## config.mk

```make
export PLATFORM = sky130hd
export DESIGN_NAME = wb_port_arbiter_flat
export DESIGN_NICKNAME = d
export VERILOG_FILES = /design/src/rtl/wb_port_arbiter_if.sv /design/src/rtl/wb_port_arbiter.sv /design/src/flat_wrapper.sv
export SDC_FILE = /design/constraint.sdc
export NUM_CORES = 1
export LEC_CHECK = 0
export ABC_AREA = 0
export BUFFER_PORTS_ARGS = -buffer_cell sky130_fd_sc_hd__buf_2
export CAP_MARGIN = 15
export CELL_PAD_IN_SITES_DETAIL_PLACEMENT = 2
export CELL_PAD_IN_SITES_GLOBAL_PLACEMENT = 2
export CORE_AREA = 10 10 120 166
export CTS_CLUSTER_SIZE = 10
export DETAILED_ROUTE_END_ITERATION = 10
export DIE_AREA = 0 0 130 176
export GPL_TIMING_DRIVEN = 0
export PLACE_DENSITY = 0.91
export SYNTH_ARGS = -nofsm -noshare
export SYNTH_HDL_FRONTEND = slang
export SYNTH_SLANG_ARGS = --single-unit
```

## constraint.sdc

```tcl
create_clock -name clk -period 4.5 [get_ports clk]
set_input_delay 0.225 -clock clk [delete_from_list [all_inputs] [get_ports clk]]
set_output_delay 0.225 -clock clk [all_outputs]
set_load 0.03 [all_outputs]
```

## src/rtl/wb_port_arbiter_if.sv

```systemverilog
// Writeback port bundle: three writeback sources, the issue-stage scoreboard
// query, and the register-bank write port.
interface wb_port_arbiter_if #(
  parameter int unsigned XLEN = 32
);
  logic            req0_valid;
  logic [4:0]      req0_rd;
  logic [XLEN-1:0] req0_val;
  logic            req0_ready;

  logic            req1_valid;
  logic [4:0]      req1_rd;
  logic [XLEN-1:0] req1_val;
  logic            req1_ready;

  logic            req2_valid;
  logic [4:0]      req2_rd;
  logic [XLEN-1:0] req2_val;
  logic            req2_ready;

  logic            iss_valid;
  logic [4:0]      iss_rd;
  logic [4:0]      chk_rs1;
  logic [4:0]      chk_rs2;
  logic [4:0]      chk_rd;
  logic            stall;

  logic            reg_we;
  logic [4:0]      rd;
  logic [XLEN-1:0] rd_val;

  // Writeback sources, issue stage and bank side.
  modport master (
    output req0_valid, req0_rd, req0_val,
    output req1_valid, req1_rd, req1_val,
    output req2_valid, req2_rd, req2_val,
    output iss_valid, iss_rd, chk_rs1, chk_rs2, chk_rd,
    input  req0_ready, req1_ready, req2_ready,
    input  stall, reg_we, rd, rd_val
  );

  // The arbiter itself.
  modport slave (
    input  req0_valid, req0_rd, req0_val,
    input  req1_valid, req1_rd, req1_val,
    input  req2_valid, req2_rd, req2_val,
    input  iss_valid, iss_rd, chk_rs1, chk_rs2, chk_rd,
    output req0_ready, req1_ready, req2_ready,
    output stall, reg_we, rd, rd_val
  );
endinterface

```

## src/rtl/wb_port_arbiter.sv

```systemverilog
// Round-robin arbiter sharing the register bank's single write port among three
// writeback sources, plus a per-register pending-write scoreboard for issue stalls.
module wb_port_arbiter #(
  parameter int unsigned XLEN = 32
) (
  input logic              clk,
  input logic              rst,
  wb_port_arbiter_if.slave bus
);

  logic [1:0]      ptr_q, ptr_d;
  logic            reg_we_q, reg_we_d;
  logic [4:0]      rd_q, rd_d;
  logic [XLEN-1:0] rd_val_q, rd_val_d;
  logic [31:0]     pend_q, pend_d;

  logic [2:0]      valid;
  logic [1:0]      cand0, cand1, cand2;
  logic [2:0]      gnt;
  logic            gnt_any;
  logic [1:0]      gnt_idx;
  logic [4:0]      sel_rd;
  logic [XLEN-1:0] sel_val;

  function automatic logic [1:0] next_idx(input logic [1:0] k);
    return (k >= 2'd2) ? 2'd0 : k + 2'd1;
  endfunction

  assign valid = {bus.req2_valid, bus.req1_valid, bus.req0_valid};

  // Search valids starting at ptr; readies are forced low during reset.
  always_comb begin
    cand0   = (ptr_q == 2'd3) ? 2'd0 : ptr_q;
    cand1   = next_idx(cand0);
    cand2   = next_idx(cand1);
    gnt_any = 1'b0;
    gnt_idx = 2'd0;
    if (!rst) begin
      if (valid[cand0]) begin
        gnt_any = 1'b1;
        gnt_idx = cand0;
      end else if (valid[cand1]) begin
        gnt_any = 1'b1;
        gnt_idx = cand1;
      end else if (valid[cand2]) begin
        gnt_any = 1'b1;
        gnt_idx = cand2;
      end
    end
    gnt = gnt_any ? (3'b001 << gnt_idx) : 3'b000;
  end

  // Select the granted source's destination and data.
  always_comb begin
    sel_rd  = bus.req0_rd;
    sel_val = bus.req0_val;
    case (gnt_idx)
      2'd1: begin
        sel_rd  = bus.req1_rd;
        sel_val = bus.req1_val;
      end
      2'd2: begin
        sel_rd  = bus.req2_rd;
        sel_val = bus.req2_val;
      end
      default: begin
        sel_rd  = bus.req0_rd;
        sel_val = bus.req0_val;
      end
    endcase
  end

  // Next pointer, output register and scoreboard; x0 grants are consumed silently.
  always_comb begin
    ptr_d    = ptr_q;
    reg_we_d = 1'b0;
    rd_d     = rd_q;
    rd_val_d = rd_val_q;
    pend_d   = pend_q;
    if (gnt_any) begin
      ptr_d = next_idx(gnt_idx);
      if (sel_rd != 5'd0) begin
        reg_we_d = 1'b1;
        rd_d     = sel_rd;
        rd_val_d = sel_val;
      end
    end
    // Clear first so a same-cycle issue to the same register wins.
    if (reg_we_q) pend_d[rd_q] = 1'b0;
    if (bus.iss_valid && (bus.iss_rd != 5'd0)) pend_d[bus.iss_rd] = 1'b1;
    pend_d[0] = 1'b0;
  end

  // State register with synchronous reset.
  always_ff @(posedge clk) begin
    if (rst) begin
      ptr_q    <= 2'd0;
      reg_we_q <= 1'b0;
      rd_q     <= 5'd0;
      rd_val_q <= '0;
      pend_q   <= '0;
    end else begin
      ptr_q    <= ptr_d;
      reg_we_q <= reg_we_d;
      rd_q     <= rd_d;
      rd_val_q <= rd_val_d;
      pend_q   <= pend_d;
    end
  end

  assign bus.req0_ready = gnt[0];
  assign bus.req1_ready = gnt[1];
  assign bus.req2_ready = gnt[2];
  assign bus.reg_we     = reg_we_q;
  assign bus.rd         = rd_q;
  assign bus.rd_val     = rd_val_q;
  assign bus.stall      = pend_q[bus.chk_rs1] | pend_q[bus.chk_rs2] | pend_q[bus.chk_rd];

endmodule

```

## src/flat_wrapper.sv

```systemverilog
// flat-port wrapper written by rule: the top's interface ports become plain ports
module wb_port_arbiter_flat 
#(
  parameter int unsigned XLEN = 32
)
  (clk, rst, bus_req0_valid, bus_req0_rd, bus_req0_val, bus_req1_valid, bus_req1_rd, bus_req1_val, bus_req2_valid, bus_req2_rd, bus_req2_val, bus_iss_valid, bus_iss_rd, bus_chk_rs1, bus_chk_rs2, bus_chk_rd, bus_req0_ready, bus_req1_ready, bus_req2_ready, bus_stall, bus_reg_we, bus_rd, bus_rd_val);
  wb_port_arbiter_if #(.XLEN(XLEN)) bus_i ();
  input logic clk;
  input logic rst;
  input wire logic [$bits(bus_i.req0_valid)-1:0] bus_req0_valid;
  input wire logic [$bits(bus_i.req0_rd)-1:0] bus_req0_rd;
  input wire logic [$bits(bus_i.req0_val)-1:0] bus_req0_val;
  input wire logic [$bits(bus_i.req1_valid)-1:0] bus_req1_valid;
  input wire logic [$bits(bus_i.req1_rd)-1:0] bus_req1_rd;
  input wire logic [$bits(bus_i.req1_val)-1:0] bus_req1_val;
  input wire logic [$bits(bus_i.req2_valid)-1:0] bus_req2_valid;
  input wire logic [$bits(bus_i.req2_rd)-1:0] bus_req2_rd;
  input wire logic [$bits(bus_i.req2_val)-1:0] bus_req2_val;
  input wire logic [$bits(bus_i.iss_valid)-1:0] bus_iss_valid;
  input wire logic [$bits(bus_i.iss_rd)-1:0] bus_iss_rd;
  input wire logic [$bits(bus_i.chk_rs1)-1:0] bus_chk_rs1;
  input wire logic [$bits(bus_i.chk_rs2)-1:0] bus_chk_rs2;
  input wire logic [$bits(bus_i.chk_rd)-1:0] bus_chk_rd;
  output wire logic [$bits(bus_i.req0_ready)-1:0] bus_req0_ready;
  output wire logic [$bits(bus_i.req1_ready)-1:0] bus_req1_ready;
  output wire logic [$bits(bus_i.req2_ready)-1:0] bus_req2_ready;
  output wire logic [$bits(bus_i.stall)-1:0] bus_stall;
  output wire logic [$bits(bus_i.reg_we)-1:0] bus_reg_we;
  output wire logic [$bits(bus_i.rd)-1:0] bus_rd;
  output wire logic [$bits(bus_i.rd_val)-1:0] bus_rd_val;
  assign bus_i.req0_valid = bus_req0_valid;
  assign bus_i.req0_rd = bus_req0_rd;
  assign bus_i.req0_val = bus_req0_val;
  assign bus_i.req1_valid = bus_req1_valid;
  assign bus_i.req1_rd = bus_req1_rd;
  assign bus_i.req1_val = bus_req1_val;
  assign bus_i.req2_valid = bus_req2_valid;
  assign bus_i.req2_rd = bus_req2_rd;
  assign bus_i.req2_val = bus_req2_val;
  assign bus_i.iss_valid = bus_iss_valid;
  assign bus_i.iss_rd = bus_iss_rd;
  assign bus_i.chk_rs1 = bus_chk_rs1;
  assign bus_i.chk_rs2 = bus_chk_rs2;
  assign bus_i.chk_rd = bus_chk_rd;
  assign bus_req0_ready = bus_i.req0_ready;
  assign bus_req1_ready = bus_i.req1_ready;
  assign bus_req2_ready = bus_i.req2_ready;
  assign bus_stall = bus_i.stall;
  assign bus_reg_we = bus_i.reg_we;
  assign bus_rd = bus_i.rd;
  assign bus_rd_val = bus_i.rd_val;
  wb_port_arbiter #(.XLEN(XLEN)) u_core (.clk(clk), .rst(rst), .bus(bus_i));
endmodule
```

## Word-level counts from Yosys, hierarchy flattened

Index checks and enable logic that the tools add are counted.

| word-level totals | value |
|---|---|
| bits of input ports | 137 |
| word-level logic and storage cells | 73 |
| flip-flop bits (word level) | 72 |
| output and inout bits | 42 |

| cells by class | value |
|---|---|
| shifts and indexed selects | 1 |
| add/sub/neg operators | 3 |
| $lt $le $gt $ge | 13 |
| reduce and logical (&&, ||, !) cells | 7 |
| eq/ne operators | 3 |
| muxes and demuxes | 34 |
| bitwise logic cells | 6 |

Operators with widths:

| operator | number |
|---|---|
| $mux W32 | 2 |
| $pmux W32 S2 | 1 |
| $and A32 B32 Y32 | 1 |
| $not A32 Y32 | 1 |
| $or A32 B32 Y32 | 1 |
| $lt A5 B6 Y1 const B | 5 |
| $mux W2 | 8 |
| $bmux W1 S5 | 3 |
| $mux W1 | 13 |
| $demux W1 S5 | 2 |
| $ge A5 B1 Y1 const B | 2 |
| $pmux W5 S2 | 1 |
| $reduce_bool A5 Y1 | 2 |
| $lt A2 B3 Y1 const B | 3 |
| $add A2 B1 Y2 const B | 3 |
| $bmux W1 S2 | 3 |
| $ge A2 B2 Y1 const B | 3 |
| $eq A2 B2 Y1 const B | 2 |
| $logic_and A1 B1 Y1 | 3 |
| $mux W3 | 1 |
| $shl A1 B2 Y3 const A | 1 |
| $eq A2 B1 Y1 const B | 1 |
| $or A1 B1 Y1 | 2 |
| $reduce_and A2 Y1 | 1 |
| other kinds (2) | 2 |

## Logic depth before layout (Yosys ltp)

| logic depth | value |
|---|---|
| word-level depth | 16 |
| gate-level depth with buffers | 17 |

## Worst setup path after synthesis

OpenSTA, ideal clock, no wires.

| timing | value |
|---|---|
| path kind | register to register |
| from | reg u_core.ptr_q[0] |
| to | reg u_core.rd_val_q[10] (netlist: u_core.bus.rd_val[10]) |
| path slack | 1,221 ps |
| buffers on the path | 4 |
| arrival | 3,212 ps |
| cell stages (with the launch flop) | 15 |
| period minus slack after synthesis | 3,279 ps |
| setup time | 67 ps |
| data required time | 4,433 ps |
| cell sequence | dfxtp_1 inv_1 ha_1 maj3_1 o2111a_1 ha_1 clkbuf_1 a221oi_1 o22ai_1 or4_1 buf_2 and2_4 buf_6 buf_6 o21ai_2 |

| between the ends | value |
|---|---|
| word-level cells in the longest chain between the ends | 16 |

RTL lines:

| element | RTL line | RTL |
|---|---|---|
| start: declaration | wb_port_arbiter.sv:11 | `logic [1:0] ptr_q, ptr_d;` |
| start signal: assignment | wb_port_arbiter.sv:103 | `ptr_q <= ptr_d;` |
| $eq A2 B2 Y1 | wb_port_arbiter.sv:33 | `cand0 = (ptr_q == 2'd3) ? 2'd0 : ptr_q;` |
| $mux W2 * | wb_port_arbiter.sv:33 |  |
| $add A2 B1 Y2 / $ge A2 B2 Y1 (equally long branches) | wb_port_arbiter.sv:26 | `return (k >= 2'd2) ? 2'd0 : k + 2'd1;` |
| $mux W2 | wb_port_arbiter.sv:26 |  |
| $add A2 B1 Y2 / $ge A2 B2 Y1 (equally long branches) | wb_port_arbiter.sv:26 |  |
| $mux W2 | wb_port_arbiter.sv:26 |  |
| $bmux W1 S2 | wb_port_arbiter.sv:45 | `end else if (valid[cand2]) begin` |
| $mux W1 (not written as such) | wb_port_arbiter.sv:45 |  |
| $mux W2 | wb_port_arbiter.sv:45 |  |
| $mux W2 | wb_port_arbiter.sv:42 | `end else if (valid[cand1]) begin` |
| $mux W2 | wb_port_arbiter.sv:39 | `if (valid[cand0]) begin` |
| $mux W2 | wb_port_arbiter.sv:38 | `if (!rst) begin` |
| $eq A2 B2 Y1 / $eq A2 B1 Y1 (equally long branches) | wb_port_arbiter.sv:57 | `case (gnt_idx)` |
| $pmux W5 S2 | wb_port_arbiter.sv:57 |  |
| $reduce_bool A5 Y1 | wb_port_arbiter.sv:82 | `if (sel_rd != 5'd0) begin` |
| $reduce_and A2 Y1 (no source line) | -- |  |
| end signal: assignment | wb_port_arbiter.sv:106 | `rd_val_q <= rd_val_d;` |
| end: declaration | wb_port_arbiter.sv:14 | `logic [XLEN-1:0] rd_val_q, rd_val_d;` |

Mark *: on every way between the ends. The rest lies on a longest branch, timed or not. The select of a mux whose other input is x is not followed.
A chain may end at the register's enable or synchronous reset.

## Worst setup path after layout

| timing | value |
|---|---|
| from | reg u_core.ptr_q[0] |
| to | reg u_core.rd_q[4] (netlist: u_core.bus.rd[4]) |

| between the ends | value |
|---|---|
| word-level cells in the longest chain between the ends | 16 |

RTL lines:

| element | RTL line | RTL |
|---|---|---|
| $eq A2 B2 Y1 | wb_port_arbiter.sv:33 |  |
| $mux W2 * | wb_port_arbiter.sv:33 |  |
| $add A2 B1 Y2 / $ge A2 B2 Y1 (equally long branches) | wb_port_arbiter.sv:26 |  |
| $mux W2 | wb_port_arbiter.sv:26 |  |
| $add A2 B1 Y2 / $ge A2 B2 Y1 (equally long branches) | wb_port_arbiter.sv:26 |  |
| $mux W2 | wb_port_arbiter.sv:26 |  |
| $bmux W1 S2 | wb_port_arbiter.sv:45 |  |
| $mux W1 (not written as such) | wb_port_arbiter.sv:45 |  |
| $mux W2 | wb_port_arbiter.sv:45 |  |
| $mux W2 | wb_port_arbiter.sv:42 |  |
| $mux W2 | wb_port_arbiter.sv:39 |  |
| $mux W2 | wb_port_arbiter.sv:38 |  |
| $eq A2 B2 Y1 / $eq A2 B1 Y1 (equally long branches) | wb_port_arbiter.sv:57 |  |
| $pmux W5 S2 | wb_port_arbiter.sv:57 |  |
| $reduce_bool A5 Y1 | wb_port_arbiter.sv:82 |  |
| $reduce_and A2 Y1 (no source line) | -- |  |
| end signal: assignment | wb_port_arbiter.sv:105 | `rd_q <= rd_d;` |
| end: declaration | wb_port_arbiter.sv:13 | `logic [4:0] rd_q, rd_d;` |

Marks and branches as above.

==> summary.md <==
| Metric | Value |
|---|---|
| Vias | `a little over 5k` |
| Slew headroom | `0.254` |
| Post-DP HPWL | `between 15 and 20 mm` |
| Initial antenna violation count | `2` |
| DRC | `0` |
| Switching Fraction | `0.359` |
| Syn Inst Count | `560` |
| Synthesized area | `approximately 4500 um2` |
| Area growth from synthesis to final layout | `31.4%` |
| Root Driver | `clkbuf_16` |
| #FFs+latches synth | `71` |
| Register area | `between 1000 and 1500 um2` |
| Share of layout cells above drive strength 1 | `0.315` |
| # port buffers | `170` |
| Kind of cell adding the most delay to the critical path | `simple AND/OR/NAND/NOR gates` |
| CTS tree | `done` |
| Most common cell after layout, fill and taps aside | `buf_2` |
| Gr ovfl total | `0` |
| Post-synth EDFFs | `0` |
| Final #Nets | `around 890` |
| Worst-path clk slew | `approximately 60 ps` |
| Wirelength per Cell | `approximately 22 um` |
| Largest net degree at the start of global routing | `12` |
| Postcts setup bufs | `0` |
| Num CTS Buffers | `9` |
| Startpoint types | `register` |
| DRT antenna net count | `0` |
| RSZ-0062 raised after global routing | `no` |
| DRT Pass-1 Iters | `4` |
| Iter 0 DRT Violations | `approximately 210` |
| Yosys warns | `0` |
| Top FF cell, synth | `dfxtp_1` |
| Vias in the first global route | `5,921` |
| Die Y | `about 180 um` |
| Core box area | `approximately 17,000 um2` |
| Drt via density | `~5.4` |
| Crit path cell chain | `inv_1 > ha_1 > a21oi_1 > nor3_1 > a21oi_1 > nand3b_1 > ha_1 > clkbuf_1 > a221oi_1 > o22ai_1 > or4_1 > buf_2 > and2_4 > clkbuf_1 > o21ai_0` |
| Status | `completed` |
| Final hold violation count | `0` |
| Setup WS pre-CTS | `653 ps` |
| Routability cong. | `~0.81` |
| Row count | `57` |
| CP max FO | `10` |
| Core Util, Final | `0.348` |
| Number of max-cap violations | `0` |
| Worst EP required | `roughly 4800 ps` |
| Fillers | `roughly 2.0k` |
| Die Area | `around 23,000 um2` |
| Power Internal | `0.00136 W` |
| Crit path capture type | `register` |
| Post_cts resized | `0` |
| Setup TNS | `0 ps` |
| Avg Synthesized Cell Area | `approximately 8 um2` |
| Post-Route WL | `approximately 21 mm` |
| Total power after layout | `about 0.0021 W` |
| Commonest non-fill, non-tap cells in the layout | `172 x buf_2, 115 x nand2_1, 84 x o21ai_0, 71 x dfxtp_1` |
| Final Critical Period | `~3900 ps` |
| Hold buffers post-CTS | `0` |
| Clock sink total | `between 70 and 80` |
| Die width | `approximately 130 um` |
| Net Sw Power | `roughly 0.00076 W` |
| Comb pwr share | `0.306` |
| Hold Crit Class | `input port to register` |
| Fin. max-slew vios | `0` |
| Largest vdd supply drop | `about 0.19 mV` |
| Yosys cell types | `42` |
| FFs w/ async S/R, synth | `0` |
| First-pass GRT wire length | `around 32 mm` |
| Worst Setup Slack, final | `551 ps` |
| Sequential-to-total area share from yosys stat | `0.317` |
| Longest Clk Path Bufs | `2` |
| Synthesized net count | `approximately 700` |
| CP Class | `register to register` |
| Final setup vio count | `0` |
| IO Pins | `roughly 180` |
| Multi-input logic area | `between 2000 and 3000 um2` |
| R2R setup slack | `roughly 550 ps` |
| Layout Skew | `a little under 4 ps` |
| Worst-margin pin slew | `1120 ps` |
| Fin area | `5900 um2` |
| Critical-path top delay cell | `a221oi_1` |
| Worst-skew pair later-pin latency | `330 ps` |
| Flop pwr share | `0.346` |
| Max Freq | `253 MHz` |
| Crit path buffers/inverters | `4` |
| Starting Density | `0.265` |
| Placed cell area | `5600 um2` |
| Leak | `2.42 nW` |
| Tot GR Track Use | `0.180` |
| Clock network fraction of total power | `0.348` |
| Worst EP arrival | `between 4000 and 5000 ps` |
| PwrDens | `359 nW/um2` |
| CP peak stage delay | `440 ps` |
| CTS H-tree depth | `3` |
| Tcrit/Tclk final | `0.877` |
[sequential cells by signal (all words and copies together), names as in the netlist]
| signal | cells |
|---|---|
| u_core.bus.rd | 5 |
| u_core.pend_q | 31 |
| u_core.ptr_q | 2 |
| u_core.bus.reg_we | 1 |
| u_core.bus.rd_val | 32 |
[metrics by stage]
step | hold WS, ps | std cells
after detailed placement | 454 | 936
after global routing | 282 | 952
final | 247 | 952
after floorplan | 422 | 560
after CTS | 236 | 951
after global placement | 441 | 936
[worst paths after layout]
kind,from,endpoint,depth (start not counted)
setup / recovery,u_core.ptr_q[0],u_core.bus.rd[4],15
hold / removal,bus_req0_val[7],u_core.bus.rd_val[7],5
setup reg to reg,u_core.ptr_q[0],u_core.bus.rd[4],15
hold reg to reg,u_core.bus.rd_val[7],u_core.bus.rd_val[7],2
[metal layers]
layer,track usage,vias up,share of wire
met5,0,-,0.00058
met1,0.176,2480,0.36
met3,0.0795,37,0.091
li1,-,2408,-
met4,0.0653,2,0.029
met2,0.327,186,0.52
[worst register-to-register path: cells and delay by family (launching register included)]
family | cells | cell delay (ps)
AOI/OAI and AO/OA | 5 | 1030
adders and majority gates | 2 | 710
buffers and inverters | 4 | 670
DFF | 1 | 370
and+or+nand+nor | 4 | 1080
[final cells by class]
cell class                      instances  area share
Antenna cell                            1    0.000424
Buffer                                 48      0.0360
Clock buffer                           12      0.0435
Clock inverter                          3     0.00721
Inverter                                7     0.00445
Multi-Input combinational cell        434       0.480
Sequential cell                        71       0.241
Tap cell                              206      0.0437
Timing Repair Buffer                  170       0.144
[power groups by stage]
stage | logic (W) | clock network [W] | registers, W
floorplan | 0.000288 | 0 | 0.000847
global placement | 0.000629 | 0 | 0.000740
detailed placement | 0.000650 | 0 | 0.000745
CTS | 0.000657 | 0.000756 | 0.000734
global route | 0.000715 | 0.000786 | 0.000741
finish | 0.000648 | 0.000737 | 0.000733
[cell families (layout without fill, tap and decap cells)]
group                    after synthesis  count (layout)  share of synthesized area
adder cells (fa/ha/maj)                8               8                     0.0217
multiplexers                          41              41                      0.150
flip-flops                            71              71                      0.317
AND/OR/NAND/NOR                      202             202                      0.210
other                                  0               1                          0
AO/OA/AOI/OAI                        183             183                      0.249
buffers and inverters                 55             240                     0.0532
[cells in the mapped netlist (6+ instances only)]
library cell | n | area share
a21oi_1 | 34 | 0.038
a22oi_1 | 35 | 0.059
buf_1 | 10 | 0.0084
clkbuf_1 | 32 | 0.027
dfxtp_1 | 71 | 0.32
ha_1 | 7 | 0.020
inv_1 | 7 | 0.0059
mux2i_1 | 20 | 0.045
mux4_2 | 21 | 0.11
nand2_1 | 115 | 0.096
nand3_1 | 35 | 0.039
nand3b_1 | 9 | 0.015
nor2_1 | 9 | 0.0075
nor3_1 | 6 | 0.0067
nor3b_1 | 7 | 0.012
o21ai_0 | 84 | 0.094
o21ai_2 | 19 | 0.037
Note: power is estimated with default switching activity, not from simulation.
